`config.mk`:
```
export PLATFORM = sky130hd
export DESIGN_NAME = trap_ctrl_flat
export DESIGN_NICKNAME = d
export VERILOG_FILES = /design/src/rtl/trap_ctrl_pkg.sv /design/src/rtl/trap_ctrl_if.sv /design/src/rtl/trap_csr_file.sv /design/src/rtl/trap_ctrl.sv /design/src/flat_wrapper.sv
export SDC_FILE = /design/constraint.sdc
export NUM_CORES = 1
export LEC_CHECK = 0
export ABC_AREA = 1
export CELL_PAD_IN_SITES_DETAIL_PLACEMENT = 2
export CELL_PAD_IN_SITES_GLOBAL_PLACEMENT = 2
export CORE_MARGIN = 2
export CORE_UTILIZATION = 27
export CTS_CLUSTER_SIZE = 30
export DETAILED_ROUTE_END_ITERATION = 7
export PLACE_DENSITY = 0.89
export SKIP_LAST_GASP = 1
export SYNTH_ARGS = -nofsm -noshare
export SYNTH_HDL_FRONTEND = slang
export SYNTH_HIERARCHICAL = 1
export SYNTH_SLANG_ARGS = --single-unit
```
`constraint.sdc`:
```
create_clock -name clk_in -period 2 [get_ports clk_in]
set_input_delay 0.2 -clock clk_in [delete_from_list [all_inputs] [get_ports clk_in]]
set_output_delay 0.2 -clock clk_in [all_outputs]
set_load 0.01 [all_outputs]
```
`src/rtl/trap_ctrl_pkg.sv`:
```
// Shared definitions for the machine-mode trap sequencer: CSR addresses, cause codes,
// FSM encoding and the latched-cause record.
package trap_ctrl_pkg;

  localparam int DEF_ADDR_WIDTH = 32;
  localparam logic [31:0] ZERO = 32'h0000_0000;
  localparam logic STOP = 1'b1;

  localparam logic [11:0] CSR_MSTATUS = 12'h300;
  localparam logic [11:0] CSR_MIE     = 12'h304;
  localparam logic [11:0] CSR_MTVEC   = 12'h305;
  localparam logic [11:0] CSR_MEPC    = 12'h341;
  localparam logic [11:0] CSR_MCAUSE  = 12'h342;
  localparam logic [11:0] CSR_MIP     = 12'h344;

  localparam logic [3:0] CAUSE_MEI     = 4'd11;
  localparam logic [3:0] CAUSE_MSI     = 4'd3;
  localparam logic [3:0] CAUSE_MTI     = 4'd7;
  localparam logic [3:0] CAUSE_ECALL_M = 4'd11;

  localparam int MSTATUS_MIE_BIT  = 3;
  localparam int MSTATUS_MPIE_BIT = 7;

  typedef enum logic [2:0] {
    ST_IDLE = 3'd0,
    ST_WAIT = 3'd1,
    ST_TRAP = 3'd2,
    ST_MRET = 3'd3,
    ST_HOLD = 3'd4
  } state_t;

  typedef struct packed {
    logic       irq;
    logic [3:0] code;
  } cause_t;

  function automatic logic [31:0] cause_word(cause_t c);
    return {c.irq, 27'b0, c.code};
  endfunction

endpackage

```
`src/rtl/trap_ctrl_if.sv`:
```
// Pipeline-facing bundle of the trap sequencer: interrupt lines, EXE events,
// CSR access and the redirect request towards pipe_ctrl.
interface trap_ctrl_if
  import trap_ctrl_pkg::*;
#(
  parameter int ADDR_WIDTH = DEF_ADDR_WIDTH,
  parameter int DATA_WIDTH = 32
);
  logic                  irq_ext_in;
  logic                  irq_sw_in;
  logic                  irq_timer_in;
  logic                  ecall_in;
  logic                  mret_in;
  logic [5:0]            stall_in;
  logic                  exe_jump_enable_in;
  logic [ADDR_WIDTH-1:0] epc_in;
  logic                  csr_we_in;
  logic [11:0]           csr_waddr_in;
  logic [DATA_WIDTH-1:0] csr_wdata_in;
  logic [11:0]           csr_raddr_in;
  logic [DATA_WIDTH-1:0] csr_rdata_out;
  logic                  interrupt_en_out;
  logic [ADDR_WIDTH-1:0] isr_pc_out;
  logic                  busy_out;

  modport master (
    output irq_ext_in, irq_sw_in, irq_timer_in, ecall_in, mret_in, stall_in,
           exe_jump_enable_in, epc_in, csr_we_in, csr_waddr_in, csr_wdata_in, csr_raddr_in,
    input  csr_rdata_out, interrupt_en_out, isr_pc_out, busy_out
  );

  modport slave (
    input  irq_ext_in, irq_sw_in, irq_timer_in, ecall_in, mret_in, stall_in,
           exe_jump_enable_in, epc_in, csr_we_in, csr_waddr_in, csr_wdata_in, csr_raddr_in,
    output csr_rdata_out, interrupt_en_out, isr_pc_out, busy_out
  );
endinterface

```
`src/rtl/trap_csr_file.sv`:
```
// Machine trap CSRs with combinational read and a software write port; the
// hardware trap/mret update shares the edge and overrides software on the fields it touches.
module trap_csr_file
  import trap_ctrl_pkg::*;
#(
  parameter int ADDR_WIDTH = DEF_ADDR_WIDTH,
  parameter int DATA_WIDTH = 32,
  parameter logic [DATA_WIDTH-1:0] RESET_MTVEC = 32'h0000_0100
) (
  input  logic                  clk_in,
  input  logic                  reset_in,
  input  logic                  irq_ext,
  input  logic                  irq_sw,
  input  logic                  irq_timer,
  input  logic                  csr_we,
  input  logic [11:0]           csr_waddr,
  input  logic [DATA_WIDTH-1:0] csr_wdata,
  input  logic [11:0]           csr_raddr,
  output logic [DATA_WIDTH-1:0] csr_rdata,
  input  logic                  hw_trap,
  input  logic                  hw_mret,
  input  logic [ADDR_WIDTH-1:0] hw_epc,
  input  cause_t                hw_cause,
  output logic [2:0]            pending,
  output logic [DATA_WIDTH-1:0] mtvec,
  output logic [DATA_WIDTH-1:0] mepc
);
  localparam logic [DATA_WIDTH-1:0] ALIGN_MASK = ~DATA_WIDTH'(3);

  logic                  mstatus_mie, mstatus_mpie;
  logic                  mie_ext, mie_sw, mie_tmr;
  logic                  mip_ext, mip_sw, mip_tmr;
  logic [DATA_WIDTH-1:0] mcause;

  // {ext, sw, timer}, already gated by mie and the global enable
  assign pending = {mip_ext & mie_ext, mip_sw & mie_sw, mip_tmr & mie_tmr} & {3{mstatus_mie}};

  always_ff @(posedge clk_in) begin
    if (!reset_in) begin
      mstatus_mie  <= 1'b0;
      mstatus_mpie <= 1'b0;
      {mie_ext, mie_sw, mie_tmr} <= 3'b000;
      {mip_ext, mip_sw, mip_tmr} <= 3'b000;
      mtvec        <= RESET_MTVEC;
      mepc         <= DATA_WIDTH'(ZERO);
      mcause       <= DATA_WIDTH'(ZERO);
    end else begin
      {mip_ext, mip_sw, mip_tmr} <= {irq_ext, irq_sw, irq_timer};
      if (csr_we) begin
        case (csr_waddr)
          CSR_MSTATUS: begin
            mstatus_mie  <= csr_wdata[MSTATUS_MIE_BIT];
            mstatus_mpie <= csr_wdata[MSTATUS_MPIE_BIT];
          end
          CSR_MIE:    {mie_ext, mie_sw, mie_tmr} <= {csr_wdata[11], csr_wdata[3], csr_wdata[7]};
          CSR_MTVEC:  mtvec  <= csr_wdata;
          CSR_MEPC:   mepc   <= csr_wdata & ALIGN_MASK;
          CSR_MCAUSE: mcause <= csr_wdata;
          default: ;
        endcase
      end
      // Later assignments win, so hardware updates take precedence over the software write
      if (hw_trap) begin
        mepc         <= DATA_WIDTH'(hw_epc) & ALIGN_MASK;
        mcause       <= DATA_WIDTH'(cause_word(hw_cause));
        mstatus_mpie <= mstatus_mie;
        mstatus_mie  <= 1'b0;
      end
      if (hw_mret) begin
        mstatus_mie  <= mstatus_mpie;
        mstatus_mpie <= 1'b1;
      end
    end
  end

  always_comb begin
    csr_rdata = '0;
    case (csr_raddr)
      CSR_MSTATUS: begin
        csr_rdata[MSTATUS_MIE_BIT]  = mstatus_mie;
        csr_rdata[MSTATUS_MPIE_BIT] = mstatus_mpie;
      end
      CSR_MIE: begin
        csr_rdata[11] = mie_ext;
        csr_rdata[3]  = mie_sw;
        csr_rdata[7]  = mie_tmr;
      end
      CSR_MIP: begin
        csr_rdata[11] = mip_ext;
        csr_rdata[3]  = mip_sw;
        csr_rdata[7]  = mip_tmr;
      end
      CSR_MTVEC:  csr_rdata = mtvec;
      CSR_MEPC:   csr_rdata = mepc;
      CSR_MCAUSE: csr_rdata = mcause;
      default: ;
    endcase
  end
endmodule

```
`src/rtl/trap_ctrl.sv`:
```
// Machine-mode trap sequencer: picks the winning cause, waits for a safe pipeline point,
// then issues a one-cycle redirect (interrupt: 3 cycles line-to-redirect, ecall 2, mret 1).
module trap_ctrl
  import trap_ctrl_pkg::*;
#(
  parameter int ADDR_WIDTH = DEF_ADDR_WIDTH,
  parameter int DATA_WIDTH = 32,
  parameter logic [DATA_WIDTH-1:0] RESET_MTVEC = 32'h0000_0100
) (
  input logic        clk_in,
  input logic        reset_in,
  trap_ctrl_if.slave bus
);
  state_t                state;
  cause_t                cause_q, win;
  logic                  int_en_q;
  logic [ADDR_WIDTH-1:0] isr_pc_q;
  logic [DATA_WIDTH-1:0] mtvec, mepc, vec_base, vector;
  logic [2:0]            pending;
  logic                  trap_req, pipe_safe;

  trap_csr_file #(
    .ADDR_WIDTH (ADDR_WIDTH),
    .DATA_WIDTH (DATA_WIDTH),
    .RESET_MTVEC(RESET_MTVEC)
  ) u_csr (
    .clk_in   (clk_in),
    .reset_in (reset_in),
    .irq_ext  (bus.irq_ext_in),
    .irq_sw   (bus.irq_sw_in),
    .irq_timer(bus.irq_timer_in),
    .csr_we   (bus.csr_we_in),
    .csr_waddr(bus.csr_waddr_in),
    .csr_wdata(bus.csr_wdata_in),
    .csr_raddr(bus.csr_raddr_in),
    .csr_rdata(bus.csr_rdata_out),
    .hw_trap  (state == ST_TRAP),
    .hw_mret  (state == ST_MRET),
    .hw_epc   (bus.epc_in),
    .hw_cause (cause_q),
    .pending  (pending),
    .mtvec    (mtvec),
    .mepc     (mepc)
  );

  assign trap_req  = bus.ecall_in || (pending != 3'b000);
  assign pipe_safe = (bus.stall_in == 6'b000000) && (bus.exe_jump_enable_in != STOP);

  always_comb begin
    win = '{irq: 1'b0, code: CAUSE_ECALL_M};
    if (!bus.ecall_in) begin
      if (pending[2])      win = '{irq: 1'b1, code: CAUSE_MEI};
      else if (pending[1]) win = '{irq: 1'b1, code: CAUSE_MSI};
      else                 win = '{irq: 1'b1, code: CAUSE_MTI};
    end
  end

  // Vectored mode offsets interrupts only; ecall always lands on the base
  always_comb begin
    vec_base = {mtvec[DATA_WIDTH-1:2], 2'b00};
    vector   = vec_base;
    if (mtvec[1:0] == 2'b01 && cause_q.irq)
      vector = vec_base + DATA_WIDTH'({cause_q.code, 2'b00});
  end

  always_ff @(posedge clk_in) begin
    if (!reset_in) begin
      state    <= ST_IDLE;
      cause_q  <= '0;
      int_en_q <= 1'b0;
      isr_pc_q <= '0;
    end else begin
      int_en_q <= 1'b0;
      isr_pc_q <= '0;
      case (state)
        ST_IDLE: begin
          if (trap_req) begin
            state   <= ST_WAIT;
            cause_q <= win;
          end else if (bus.mret_in) begin
            state    <= ST_MRET;
            int_en_q <= 1'b1;
            isr_pc_q <= ADDR_WIDTH'(mepc);
          end
        end
        ST_WAIT: begin
          if (pipe_safe) begin
            state    <= ST_TRAP;
            int_en_q <= 1'b1;
            isr_pc_q <= ADDR_WIDTH'(vector);
          end
        end
        ST_TRAP, ST_MRET: state <= ST_HOLD;
        default:          state <= ST_IDLE;
      endcase
    end
  end

  assign bus.interrupt_en_out = int_en_q;
  assign bus.isr_pc_out       = isr_pc_q;
  assign bus.busy_out         = (state != ST_IDLE);
endmodule
```
`src/flat_wrapper.sv`:
```
// flat-port wrapper written by rule: the top's interface ports become plain ports
module trap_ctrl_flat import trap_ctrl_pkg::*;
#(
  parameter int ADDR_WIDTH = DEF_ADDR_WIDTH,
  parameter int DATA_WIDTH = 32,
  parameter logic [DATA_WIDTH-1:0] RESET_MTVEC = 32'h0000_0100
)
  (clk_in, reset_in, bus_irq_ext_in, bus_irq_sw_in, bus_irq_timer_in, bus_ecall_in, bus_mret_in, bus_stall_in, bus_exe_jump_enable_in, bus_epc_in, bus_csr_we_in, bus_csr_waddr_in, bus_csr_wdata_in, bus_csr_raddr_in, bus_csr_rdata_out, bus_interrupt_en_out, bus_isr_pc_out, bus_busy_out);
  trap_ctrl_if #(.ADDR_WIDTH(ADDR_WIDTH), .DATA_WIDTH(DATA_WIDTH)) bus_i ();
  input logic clk_in;
  input logic reset_in;
  input wire logic [$bits(bus_i.irq_ext_in)-1:0] bus_irq_ext_in;
  input wire logic [$bits(bus_i.irq_sw_in)-1:0] bus_irq_sw_in;
  input wire logic [$bits(bus_i.irq_timer_in)-1:0] bus_irq_timer_in;
  input wire logic [$bits(bus_i.ecall_in)-1:0] bus_ecall_in;
  input wire logic [$bits(bus_i.mret_in)-1:0] bus_mret_in;
  input wire logic [$bits(bus_i.stall_in)-1:0] bus_stall_in;
  input wire logic [$bits(bus_i.exe_jump_enable_in)-1:0] bus_exe_jump_enable_in;
  input wire logic [$bits(bus_i.epc_in)-1:0] bus_epc_in;
  input wire logic [$bits(bus_i.csr_we_in)-1:0] bus_csr_we_in;
  input wire logic [$bits(bus_i.csr_waddr_in)-1:0] bus_csr_waddr_in;
  input wire logic [$bits(bus_i.csr_wdata_in)-1:0] bus_csr_wdata_in;
  input wire logic [$bits(bus_i.csr_raddr_in)-1:0] bus_csr_raddr_in;
  output wire logic [$bits(bus_i.csr_rdata_out)-1:0] bus_csr_rdata_out;
  output wire logic [$bits(bus_i.interrupt_en_out)-1:0] bus_interrupt_en_out;
  output wire logic [$bits(bus_i.isr_pc_out)-1:0] bus_isr_pc_out;
  output wire logic [$bits(bus_i.busy_out)-1:0] bus_busy_out;
  assign bus_i.irq_ext_in = bus_irq_ext_in;
  assign bus_i.irq_sw_in = bus_irq_sw_in;
  assign bus_i.irq_timer_in = bus_irq_timer_in;
  assign bus_i.ecall_in = bus_ecall_in;
  assign bus_i.mret_in = bus_mret_in;
  assign bus_i.stall_in = bus_stall_in;
  assign bus_i.exe_jump_enable_in = bus_exe_jump_enable_in;
  assign bus_i.epc_in = bus_epc_in;
  assign bus_i.csr_we_in = bus_csr_we_in;
  assign bus_i.csr_waddr_in = bus_csr_waddr_in;
  assign bus_i.csr_wdata_in = bus_csr_wdata_in;
  assign bus_i.csr_raddr_in = bus_csr_raddr_in;
  assign bus_csr_rdata_out = bus_i.csr_rdata_out;
  assign bus_interrupt_en_out = bus_i.interrupt_en_out;
  assign bus_isr_pc_out = bus_i.isr_pc_out;
  assign bus_busy_out = bus_i.busy_out;
  trap_ctrl #(.ADDR_WIDTH(ADDR_WIDTH), .DATA_WIDTH(DATA_WIDTH), .RESET_MTVEC(RESET_MTVEC)) u_core (.clk_in(clk_in), .reset_in(reset_in), .bus(bus_i));
endmodule
```
==> out/metrics.yaml <==
synth-simple-area-share_pct: 35.62
path_clk_slew_ns: 0.07
wl_per_cell_um: 29.53
slew_headroom_pct: 53.69
ys_top_cells_by_count: "nand2_1 (350), inv_1 (143), dfxtp_1 (142), nor2_1 (111), a21oi_1 (107)"
drive_gt1_share_pct: 21.36
worstMarginPinSlew_ns: 0.6940
drc: 0
violations: "negative setup slack"
finalSetupViolCount: 28
syn2layout_area_growth_pct: 44.61
setup.worst_path.class: "flop to flop"
synth_area_leader_cell: "dfxtp_1"
status: "finished with violations"
synth.distinct_cells: 45
final_util_pct: 39.54
design_area_um2: 11290
multi_input_area_um2: 4364
grt_first_pass_wirelength_um: 74930
grt_start_max_net_pins: 38
fp.dieH_um: 174.0
hold_slack_ns: 0.2762
dpl_worst_slack_ns: -0.6088
ys_ff_latch: 142
crit_path_end_kind: "flop"
synth.top_cell.area_share_pct: 36.42
synth_mux_area_share_pct: 0
rsz0062_at_grt: "yes"
clockBufferDepth: 2
track_usage_pct: 32.91
p_leak_nw: 4.827
cp-start-kind: "flop"
layout.nets: 1519
first_global_vias: 11479
rows: 62
post-route-period-util_pct: 109.2
cts.sinks: 142
layout.cells.non_filler: 1809
required_ns: 2.39
core-area_um2: 28550
ctsRootBufferMaster: "clkbuf_16"
antenna_found_initial: 2
drt_first_pass_iters: 7
dp_hpwl_um: 29500
finalHoldViolations: 0
portBuffers: 166
cts_tree: "yes"
setup_tns_ns: -1.999
syn_area_um2: 7805
htree_num_levels: 4
synth_area_per_cell_um2: 6.598
synth_edf_count: 0
seq_area_um2: 2861
drt-initial-drc-count: 1125
maxSlewViolCount: 0
max-vdd-ir-drop_v: 0.0004321
synth_xor_area_share_pct: 0.2244
path_max_fanout: 5
cp.arrival_ns: 2.58
clk_latency_ns: 0.45
power_density_nw_per_um2: 645.4
yosysMostFrequentCell: "nand2_1"
start_util_pct: 27.34
clock_skew_ns: 0.01335
timing.final.ws_setup_ns: -0.1848
seq_area_frac_synth_pct: 36.42
vias_per_cell: 5.795
detail-route-antenna-nets: 0
synth_compound_area_share_pct: 14.60
hold_buffers: 0
cts_buffers: 17
synth-main-ff-cell: "dfxtp_1"
num_vias: 10484
wl_um: 53420
yosysWarnings: 6
synth_top_family_by_area: "simple AND/OR/NAND/NOR gates"
n_fill_cell: 3339
placed_cell_area_um2: 10270
die_area_um2: 30280
dieWidth_um: 174.0
synth-adder-area-share_pct: 0.8977
fmax_mhz: 457.7
synth_area_leaders: "dfxtp_1 (36%), nand2_1 (17%), inv_1 (6.9%)"
cap_violations: 0
pin_count: 169
synth_cells: 1183
place_congestion: 0.9093
finalPower_mw: 7.284
grt_overflow: 0
async_flop_share_pct: 0
dp_cells: 1755
hold_class: "input pin to flop"
period_minus_slack_ns: 2.185
## power by group
part | switching (mW) | total [mW] | internal (mW)
clock network | 1.54 | 3.54 | 2.00
logic | 0.482 | 0.816 | 0.335
registers | 0.0633 | 2.93 | 2.87
total | 2.08 | 7.28 | 5.20
## logic make-up (layout without fill, tap and decap cells)
kind of cell / after synthesis / after routing
AND/OR/NAND/NOR: 627 / 627
buffers and inverters: 206 / 445
AO/OA/AOI/OAI: 200 / 200
flip-flops: 142 / 142
adder cells (fa/ha/maj): 5 / 5
XOR/XNOR: 2 / 2
other: 1 / 4
## cell type report
class	instances	area share, %
antenna	2	0.04434
clock buffer	18	3.891
clock inverter	13	1.452
inverter	150	5.144
multi-input combinational	836	38.67
sequential	142	25.35
tap	384	4.257
timing repair buffer	264	21.19
## registers in the layout, indices dropped and copies added, names as in the netlist, 3 cells and up
register               count
u_core/u_csr/mtvec        32
u_core/state               3
u_core/u_csr/mepc         30
u_core/u_csr/mcause       32
u_core/bus.isr_pc_out     32
u_core/cause_q             4
## what timing repair did
| action | in CTS | in global routing |
|---|---|---|
| setup endpoints to repair | 58 | 61 |
| gates resized for setup | 186 | 68 |
| buffers inserted | 18 | 6 |
| gates cloned | 0 | 1 |
| pin swaps | 33 | 45 |
## cell usage in the layout (no fill, tap or decap), types with 18 or more instances in the layout
cell type / Yosys / final
o211ai_1: 19 / 19
buf_2: 15 / 28
dfxtp_1: 142 / 131
nand2_1: 350 / 336
nor2_1: 111 / 100
nand2_2: 17 / 26
inv_1: 143 / 136
clkbuf_16: 0 / 18
buf_4: 7 / 77
nand3_1: 93 / 83
o21ai_0: 54 / 48
clkdlybuf4s50_1: 0 / 121
a21oi_1: 107 / 91
## path summary, 6_finish.rpt
path	startpoint	endpoint	cells past startpoint	slack, ns
max	u_core/cause_q[1]	u_core/bus.isr_pc_out[28]	12	-0.18
min	reset_in	u_core/bus.isr_pc_out[16]	4	0.28
max reg2reg	u_core/cause_q[1]	u_core/bus.isr_pc_out[28]	12	-0.18
min reg2reg	u_core/u_csr/mcause[19]	u_core/u_csr/mcause[19]	2	0.50
## per-layer routing
layer,track usage [%],share of wire (%),vias up
met5,0,0,-
met4,21.08,7.2,0
met3,7.830,8.6,307
met2,54.85,47,784
met1,37.88,37,5184
li1,-,-,4209
## critical path: stages, from the launching register on
cell and delay [ns]:
dfxtp_4 0.39, ha_4 0.14, inv_2 0.05, fa_2 0.39
nor2_4 0.15, nor2_4 0.07, nor2_4 0.18, nand3_4 0.13
nor2_4 0.21, nand2_2 0.10, nand2_2 0.08, nand3_2 0.09
a21oi_2 0.13
Power figures use the tool's default switching activity.
